--- config.mk ---
export PLATFORM = sky130hd
export DESIGN_NAME = qlearning_episode_controller
export DESIGN_NICKNAME = d
export VERILOG_FILES = /design/src/rtl/qlearning_episode_controller.sv
export SDC_FILE = /design/constraint.sdc
export NUM_CORES = 1
export LEC_CHECK = 0
export BUFFER_PORTS_ARGS = -buffer_cell sky130_fd_sc_hd__buf_2
export CAP_MARGIN = 10
export CORE_MARGIN = 3
export CORE_UTILIZATION = 50
export CTS_BUF_LIST = sky130_fd_sc_hd__clkbuf_16
export DETAILED_ROUTE_END_ITERATION = 6
export HOLD_SLACK_MARGIN = 0.06
export PLACE_DENSITY = 0.72
export SLEW_MARGIN = 30
export SYNTH_ARGS = -nofsm -noshare
export SYNTH_HDL_FRONTEND = slang
export SYNTH_SLANG_ARGS = --single-unit
--- constraint.sdc ---
create_clock -name clk -period 11.9 [get_ports clk]
set_input_delay 2.38 -clock clk [delete_from_list [all_inputs] [get_ports clk]]
set_output_delay 2.38 -clock clk [all_outputs]
set_load 0.005 [all_outputs]
--- src/rtl/qlearning_episode_controller.sv ---
// Episode sequencer for a Q-learning accelerator on a 6x6 grid world.
// Tracks the agent cell, picks an epsilon-greedy action from the Q row,
// computes next cell and Q8.8 reward, and strobes one update per step.
module qlearning_episode_controller #(
  parameter logic [5:0]  START_STATE = 6'd0,
  parameter logic [5:0]  GOAL_STATE  = 6'd25,
  parameter logic [63:0] HAZARD_MASK = 64'h0000_0000_0048_6098,
  parameter int          MAX_STEPS   = 15,
  parameter int          EPSILON     = 26,
  parameter int          Q_LAT       = 2,
  parameter int          UPD_LAT     = 3,
  parameter logic [15:0] LFSR_SEED   = 16'hACE1
) (
  input  logic        clk,
  input  logic        rst_n,
  input  logic        start,
  input  logic [15:0] num_episodes,
  input  logic [63:0] Q_out_action,
  output logic        acc_en,
  output logic [5:0]  acc_current_state,
  output logic [5:0]  acc_next_state,
  output logic [3:0]  acc_current_action,
  output logic [15:0] acc_current_reward,
  output logic        busy,
  output logic        done,
  output logic [15:0] episode_count,
  output logic [7:0]  step_count
);

  localparam logic [15:0] REWARD_GOAL    = 16'h6400;
  localparam logic [15:0] REWARD_TIMEOUT = 16'hCE00;
  localparam logic [15:0] REWARD_HAZARD  = 16'h9C00;
  localparam logic [15:0] REWARD_NONE    = 16'h0000;

  typedef enum logic [2:0] {
    S_IDLE   = 3'd0,
    S_READ   = 3'd1,
    S_SELECT = 3'd2,
    S_UPDATE = 3'd3,
    S_WAIT   = 3'd4,
    S_EPEND  = 3'd5,
    S_DONE   = 3'd6
  } state_t;

  state_t             state_r;
  logic [7:0]         wait_cnt_r;
  logic [15:0]        lfsr_r;
  logic [15:0]        num_episodes_r;
  logic               terminal_r;

  logic signed [15:0] q_s [4];
  logic [1:0]         best_idx_s;
  logic signed [15:0] best_val_s;
  logic               explore_s;
  logic [1:0]         action_s;
  logic [5:0]         col_s;
  logic [5:0]         next_state_s;
  logic [7:0]         step_next_s;
  logic [15:0]        reward_s;
  logic               terminal_s;

  // Slice the Q row and find the signed argmax, lowest index winning ties.
  always_comb begin
    for (int i = 0; i < 4; i++) begin
      q_s[i] = Q_out_action[16*i +: 16];
    end
    best_idx_s = 2'd0;
    best_val_s = q_s[0];
    for (int i = 1; i < 4; i++) begin
      if (q_s[i] > best_val_s) begin
        best_idx_s = 2'(i);
        best_val_s = q_s[i];
      end else begin
        best_idx_s = best_idx_s;
        best_val_s = best_val_s;
      end
    end
  end

  // Epsilon-greedy choice, grid move with wall clamping, reward and terminal flag.
  always_comb begin
    explore_s = ({24'd0, lfsr_r[7:0]} < EPSILON[31:0]);
    if (explore_s) begin
      action_s = lfsr_r[9:8];
    end else begin
      action_s = best_idx_s;
    end

    col_s = acc_current_state % 6'd6;
    case (action_s)
      2'd0:    next_state_s = (acc_current_state >= 6'd6)  ? acc_current_state - 6'd6 : acc_current_state;
      2'd1:    next_state_s = (acc_current_state <  6'd30) ? acc_current_state + 6'd6 : acc_current_state;
      2'd2:    next_state_s = (col_s != 6'd0) ? acc_current_state - 6'd1 : acc_current_state;
      2'd3:    next_state_s = (col_s != 6'd5) ? acc_current_state + 6'd1 : acc_current_state;
      default: next_state_s = acc_current_state;
    endcase

    step_next_s = step_count + 8'd1;
    if (next_state_s == GOAL_STATE) begin
      reward_s = REWARD_GOAL;
    end else if (step_next_s == MAX_STEPS[7:0]) begin
      reward_s = REWARD_TIMEOUT;
    end else if (HAZARD_MASK[next_state_s]) begin
      reward_s = REWARD_HAZARD;
    end else begin
      reward_s = REWARD_NONE;
    end
    terminal_s = (next_state_s == GOAL_STATE) || (step_next_s == MAX_STEPS[7:0]) ||
                 HAZARD_MASK[next_state_s];
  end

  // Free-running 16-bit Fibonacci LFSR, taps 16,14,13,11.
  always_ff @(posedge clk) begin
    if (!rst_n) begin
      lfsr_r <= LFSR_SEED;
    end else begin
      lfsr_r <= {lfsr_r[14:0], lfsr_r[15] ^ lfsr_r[13] ^ lfsr_r[12] ^ lfsr_r[10]};
    end
  end

  // Episode state machine with registered accelerator and status outputs.
  always_ff @(posedge clk) begin
    if (!rst_n) begin
      state_r            <= S_IDLE;
      wait_cnt_r         <= 8'd0;
      num_episodes_r     <= 16'd0;
      terminal_r         <= 1'b0;
      acc_en             <= 1'b0;
      acc_current_state  <= START_STATE;
      acc_next_state     <= 6'd0;
      acc_current_action <= 4'd0;
      acc_current_reward <= 16'd0;
      busy               <= 1'b0;
      done               <= 1'b0;
      episode_count      <= 16'd0;
      step_count         <= 8'd0;
    end else begin
      acc_en <= 1'b0;
      case (state_r)
        // DONE behaves like IDLE once a new start arrives.
        S_IDLE, S_DONE: begin
          if (start) begin
            num_episodes_r <= num_episodes;
            episode_count  <= 16'd0;
            if (num_episodes == 16'd0) begin
              state_r <= S_DONE;
              done    <= 1'b1;
              busy    <= 1'b0;
            end else begin
              state_r           <= S_READ;
              done              <= 1'b0;
              busy              <= 1'b1;
              acc_current_state <= START_STATE;
              step_count        <= 8'd0;
              wait_cnt_r        <= 8'd0;
            end
          end else begin
            state_r <= state_r;
          end
        end
        S_READ: begin
          if (wait_cnt_r == Q_LAT[7:0] - 8'd1) begin
            state_r    <= S_SELECT;
            wait_cnt_r <= 8'd0;
          end else begin
            wait_cnt_r <= wait_cnt_r + 8'd1;
          end
        end
        S_SELECT: begin
          acc_current_action <= {2'b00, action_s};
          acc_next_state     <= next_state_s;
          acc_current_reward <= reward_s;
          terminal_r         <= terminal_s;
          step_count         <= step_next_s;
          acc_en             <= 1'b1;
          state_r            <= S_UPDATE;
        end
        S_UPDATE: begin
          state_r    <= S_WAIT;
          wait_cnt_r <= 8'd0;
        end
        S_WAIT: begin
          if (wait_cnt_r == UPD_LAT[7:0] - 8'd1) begin
            wait_cnt_r <= 8'd0;
            if (terminal_r) begin
              state_r <= S_EPEND;
            end else begin
              acc_current_state <= acc_next_state;
              state_r           <= S_READ;
            end
          end else begin
            wait_cnt_r <= wait_cnt_r + 8'd1;
          end
        end
        S_EPEND: begin
          episode_count <= episode_count + 16'd1;
          if (episode_count + 16'd1 == num_episodes_r) begin
            state_r <= S_DONE;
            done    <= 1'b1;
            busy    <= 1'b0;
          end else begin
            acc_current_state <= START_STATE;
            step_count        <= 8'd0;
            wait_cnt_r        <= 8'd0;
            state_r           <= S_READ;
          end
        end
        default: begin
          state_r <= S_IDLE;
        end
      endcase
    end
  end

endmodule
Yosys cells after proc, flatten, opt, wreduce, memory -nomap -nowiden
Memories as Yosys holds them, arrays and structs flattened.
Cells that the tools add are included.
{ "word_totals": {"regBits": 101, "romBits": 64, "inputBits": 83, "word_cells": 119, "mem_count": 1} }
{ "op_classes": {"addsub": 7, "div_mod_pow": 1, "n_lt_le_gt_ge": 7, "n_eq_ne": 22, "n_mux": 46, "n_bitwise": 3, "reduce_logical": 18} }
{ "memory_table": {"columns": ["name", "words", "width", "rd", "rd_ports_with_merged_regs", "wr", "line", "rtl"], "rows": [
  ["(no name shown)", 64, 1, 1, 0, 0, "109", "HAZARD_MASK[next_state_s];"]
]} }
{ "ops": {"columns": ["cell", "count"], "rows": [
  ["two-way mux 16 bit", 6],
  ["two-way mux 6 bit", 9],
  ["> comparator 16 bit", 3],
  ["two-way mux 8 bit", 5],
  ["one-hot mux 8 bit (5 select lines)", 1],
  ["one-hot mux 16 bit (2 select lines)", 1],
  ["one-hot mux 6 bit (4 select lines)", 1],
  ["one-hot mux 8 bit (3 select lines)", 1],
  ["two-way mux 3 bit", 6],
  ["one-hot mux 3 bit (6 select lines)", 1],
  ["one-hot mux 6 bit (3 select lines)", 1],
  ["adder 16 x 1 -> 16 bit (second input constant)", 1],
  ["adder 8 x 1 -> 8 bit (second input constant)", 2],
  ["== test 16 bit", 1],
  ["zero test 16 bit", 1],
  ["inequality test 2 bit (second input constant)", 7],
  ["== test 3 bit (second input constant)", 3],
  ["two-way mux 1 bit", 9],
  ["== test 8 x 1 -> 1 bit (second input constant)", 1],
  ["== test 8 x 2 -> 1 bit (second input constant)", 1],
  ["== test 8 x 4 -> 1 bit (second input constant)", 1],
  ["< comparator 8 x 5 -> 1 bit (second input constant)", 1],
  ["AND reduction 4 bit", 2],
  ["< comparator 6 x 7 -> 1 bit (second input constant)", 1],
  ["27 further kinds", 38]
]} }

Longest topological paths before layout
{ "logic_depth": {"ltp_word": 14, "mapped_depth": 35, "mapped_depth_nobuf": 32} }

Worst setup path after synthesis
Ideal clock, no wire load.
{ "synth_path": {"path_type": "input -> register", "start": "input port Q_out_action[4]", "end": "register acc_current_reward[12]", "setup_time_ns": 0.069, "arrival_ns": 9.353, "setup_slack_ns": 2.479, "cell_stages": 34, "path_buffers": 3, "path_cell_list": "inv_1 ha_1 nand2_1 o211ai_1 o211ai_1 a41oi_1 clkbuf_1 nor2_1 a21oi_1 ha_1 a2111oi_0 a221oi_2 o31ai_2 clkbuf_1 nand2_1 o21ai_0 ha_1 a211o_1 a21oi_1 a31oi_1 o41a_1 a211o_1 nand2_1 buf_2 a21oi_1 o21ai_0 o21ai_0 a21oi_1 inv_1 ha_1 or3_1 mux2_2 a21o_1 o21ai_1"} }
{ "synth_via": {"elab_chain_cells": 14} }
{ "synth_lines": {"columns": ["item", "line", "rtl"], "rows": [
  ["from (decl)", "18", "input logic [63:0] Q_out_action,"],
  ["> comparator 16 bit", "70", "if (q_s[i] > best_val_s) begin"],
  ["two-way mux 16 bit", "70", null],
  ["> comparator 16 bit", "70", null],
  ["two-way mux 16 bit", "70", null],
  ["> comparator 16 bit", "70", null],
  ["two-way mux 2 bit (*)", "70", null],
  ["two-way mux 2 bit (*)", "83", "if (explore_s) begin"],
  ["== test 2 bit (tied with other cells)", "90", "case (action_s)"],
  ["one-hot mux 6 bit (4 select lines) (*)", "90", null],
  ["named net next_state_s[1]", "57", "logic [5:0] next_state_s;"],
  ["memory read (64 x 1 bit)", null, null],
  ["two-way mux 1 bit", null, null],
  ["two-way mux 16 bit", "103", "end else if (HAZARD_MASK[next_state_s]) begin"],
  ["two-way mux 16 bit", "101", "end else if (step_next_s == MAX_STEPS[7:0]) begin"],
  ["two-way mux 16 bit (*)", "99", "if (next_state_s == GOAL_STATE) begin"],
  ["to (signal assigned)", "172", "acc_current_reward <= reward_s;"],
  ["to (decl)", "23", "output logic [15:0] acc_current_reward,"]
]} }
Mark *: on every way through the listed nets, which the timed path passes. The rest lies on a longest branch. The select of a mux whose other input is x is not followed.
A chain may end at the register's enable or synchronous reset.

Final worst setup path
{ "layout_path": {"start": "input port Q_out_action[15]", "end": "register acc_current_reward[10]"} }
The elaborated chain is that of the path after synthesis.

==> results.yml <==
logic_synthesis:
  synthTopCellsByArea: "dfxtp_1 26%, ha_1 11%, nand2_1 6.8%, a21oi_1 6.3%, nor2_1 5.4%"
  synth_largest_area_cell: "dfxtp_1"
  synth-seq-cells: 91
  synth_top_area_share_pct: 25.76
  synthesis.instances: 953
  async_flop_share_pct: 0
  ys.warnings.count: 0
  synthTopCellsByCount: "128 x nand2_1, 101 x nor2_1, 91 x dfxtp_1, 89 x a21oi_1, 65 x ha_1"
  synth_edf_count: 0
  synth_flop_cell: "dfxtp_1"
  synth.distinct_cells: 85
  syn_area_per_cell_sq_um: 7.422
  yosysMostFrequentCell: "nand2_1"
  yosysSeqAreaShare_pct: 25.76
  synth_area_sq_um: 7073
worst_setup_path:
  crit_arrival_ns: 10.07
  crit_type: "input pin to flip-flop"
  crit_top_cell: "a21oi_1"
  cpLargestDelayFamily: "compound AO/OA/AOI/OAI gates"
  rr_worst_depth: 22
  reg2reg_slack_ns: 6.39
  required_ns: 12.17
  worstPathMaxFanout: 25
  cp-endpoint: "acc_current_reward[10]"
  cp-end-kind: "flip-flop"
  slowest_delay_ns: 0.67
  critPathLaunch: "Q_out_action[15]"
  path_buf_inv: 5
  reg2reg_from: "acc_current_state[1]"
  cp.depth: 35
  startpoint_type: "input pin"
  rr_endpoint: "acc_current_reward[10]"
  cp_slowest_cell: "a41oi_4"
clock_network:
  clk_transition_reported_paths_ns: 0.06
  numCtsBuffers: 9
  postCtsSetupRepairBufs: 0
  cts_hold_buf: 0
  cts_resized: 0
  cts-htree-levels: 3
  cts.path.max_buffers: 2
  clk_root_buffer_cell: "clkbuf_16"
  cts_sinks: 91
  cts_tree: "done"
  clock_latency_ns: 0.34
timing:
  min_period_ns: 9.799
  setup-tns-final_ns: 0
  fmax_mhz: 102.1
  tightest_slew_ns: 0.8607
  finClkSkew_ns: 0.005047
  slew_viol_final: 0
  rsz0062_at_grt: "no"
  hold-worst-slack_ns: 0.4180
  min_period_over_period_pct: 82.34
  hold_viol: 0
  slew_headroom_pct: 42.54
  setup_viol: 0
final_layout:
  final_cells: 1228
  final_layout_size_suffix_gt1_share_pct: 16.84
  fin_util_pct: 59.48
  num-nets-final: 1194
  areaGrowthSynthToFinish_pct: 14.01
placement:
  place_inst: 1211
  portBuffers: 130
  place.gp.congestion: 0.9136
  dp_hpwl_mm: 13.49
detailed_routing:
  drt_iter0_markers: 452
  drtPass1Iterations: 6
  totalWireLength_mm: 17.83
  vias: 6960
  wire_per_inst_um: 14.52
  ant_nets: 0
  viasPerCell: 5.668
  drc_errors: 0
grt:
  track_usage_pct: 22.15
  grt_pass1_vias: 6246
  gr-total-overflow: 0
  grt_max_degree: 60
  antenna_found_initial: 1
  grt_pass1_wl_mm: 29.75
die:
  chipHeight_um: 124.9
  die_w_um: 124.9
  core_area_sq_um: 13560
  start_util_pct: 52.17
  dieArea_sq_um: 15610
  rows: 42
  io_pins: 142
power_and_ir_drop:
  ir_drop_uv: 144.1
  power_density_nw_per_um2: 139.4
  p_leak_nw: 3.465
min_path:
  hold_start: "lfsr_r[14]"
  hold_class: "flip-flop to flip-flop"
outcome:
  status: "finished, final reports clean"
flow_run:
  drv_cap: 0
## how the worst min path moves through the flow
| stage | end | slack (ns) | cells after the start |
|---|---|---|---|
| floorplan | lfsr_r[15] | 0.39 | 1 |
| global placement | lfsr_r[15] | 0.39 | 1 |
| detailed placement | lfsr_r[15] | 0.41 | 1 |
| CTS | lfsr_r[15] | 0.43 | 1 |
| global route | lfsr_r[15] | 0.46 | 1 |
| finish | lfsr_r[15] | 0.42 | 1 |
## cell type report
class                      instances  area, sq um
inverter                          44        165.2
multi-input combinational        765         4865
timing repair buffer             135        695.7
antenna                            1        2.502
clock buffer                       9        225.2
sequential                        91         1823
tap                              176        220.2
clock inverter                     7        67.56
fill                            1290         5494
## kinds of logic (layout without fill, tap and decap cells)
family | after synthesis | count (layout) | synth area share (%)
AND/OR/NAND/NOR | 385 | 385 | 25.92
XOR/XNOR | 39 | 39 | 4.829
flip-flops | 91 | 91 | 25.76
other | 1 | 12 | 0.05302
adder cells (fa/ha/maj) | 66 | 66 | 11.64
buffers and inverters | 107 | 195 | 6.545
multiplexers | 7 | 7 | 1.238
AO/OA/AOI/OAI | 257 | 257 | 24.02
## registers in the layout (all words and copies together), names as in the netlist
signal / cells
acc_current_action: 2
acc_current_state: 6
acc_current_reward: 6
lfsr_r: 16
step_count: 8
wait_cnt_r: 8
acc_next_state: 6
terminal_r: 1
busy: 1
num_episodes_r: 16
state_r: 3
done: 1
episode_count: 16
acc_en: 1
## per-stage QoR
step / setup WS [ns] / power (mW) / instance area [sq um]
floorplan: 2.479 / 0.7268 / 7111
global placement: 1.548 / 0.8363 / 7735
detailed placement: 1.767 / 0.8462 / 7761
CTS: 2.146 / 1.129 / 8054
global route: 1.603 / 1.213 / 8064
finish: 2.101 / 1.124 / 8064
## worst register-to-register path: stages, from the launching register on
cell,delay [ns]
dfxtp_1,0.67
inv_1,0.33
ha_1,0.37
nor3_1,0.31
o22ai_1,0.14
nand3_1,0.18
o21a_1,0.15
ha_1,0.20
nand2_1,0.09
a311oi_1,0.29
o22a_1,0.19
o211ai_1,0.14
a32oi_4,0.41
a21oi_1,0.13
o22ai_1,0.13
o21ai_0,0.09
a21oi_1,0.25
inv_1,0.10
ha_1,0.29
or3_1,0.36
mux2_2,0.26
a21o_1,0.21
a21oi_1,0.14
## routing by layer
layer	up-vias	global-route usage (%)	wire length [um]
li1	3577	-	-
met1	3161	30.08	8202
met2	200	37.25	8453
met3	22	3.113	910
met4	0	5.740	259
met5	-	0	0
## where the power goes
part           total, mW  internal [mW]  switching [mW]
clock              0.280          0.162           0.118
combinational      0.455          0.177           0.278
sequential         0.389          0.345          0.0436
## placed cells by master (no fill, tap or decap), types with 6 or more instances in the layout
cell type and instances:
nand3_1 29, a31oi_1 6, xnor2_1 23, a21oi_1 89
and2_1 16, buf_2 130, a211oi_1 14, nor2b_1 8
conb_1 11, nand2_1 128, dfxtp_1 90, o21ai_0 54
clkbuf_16 9, o21a_1 6, nor4_1 11, nor3_1 19
nor2_1 101, and3_1 9, nand4_1 13, xor2_1 16
nand2b_1 11, inv_1 43, or3_1 7, ha_1 65
a311oi_1 7, o211ai_1 8
(Power assumes the default switching activity.)
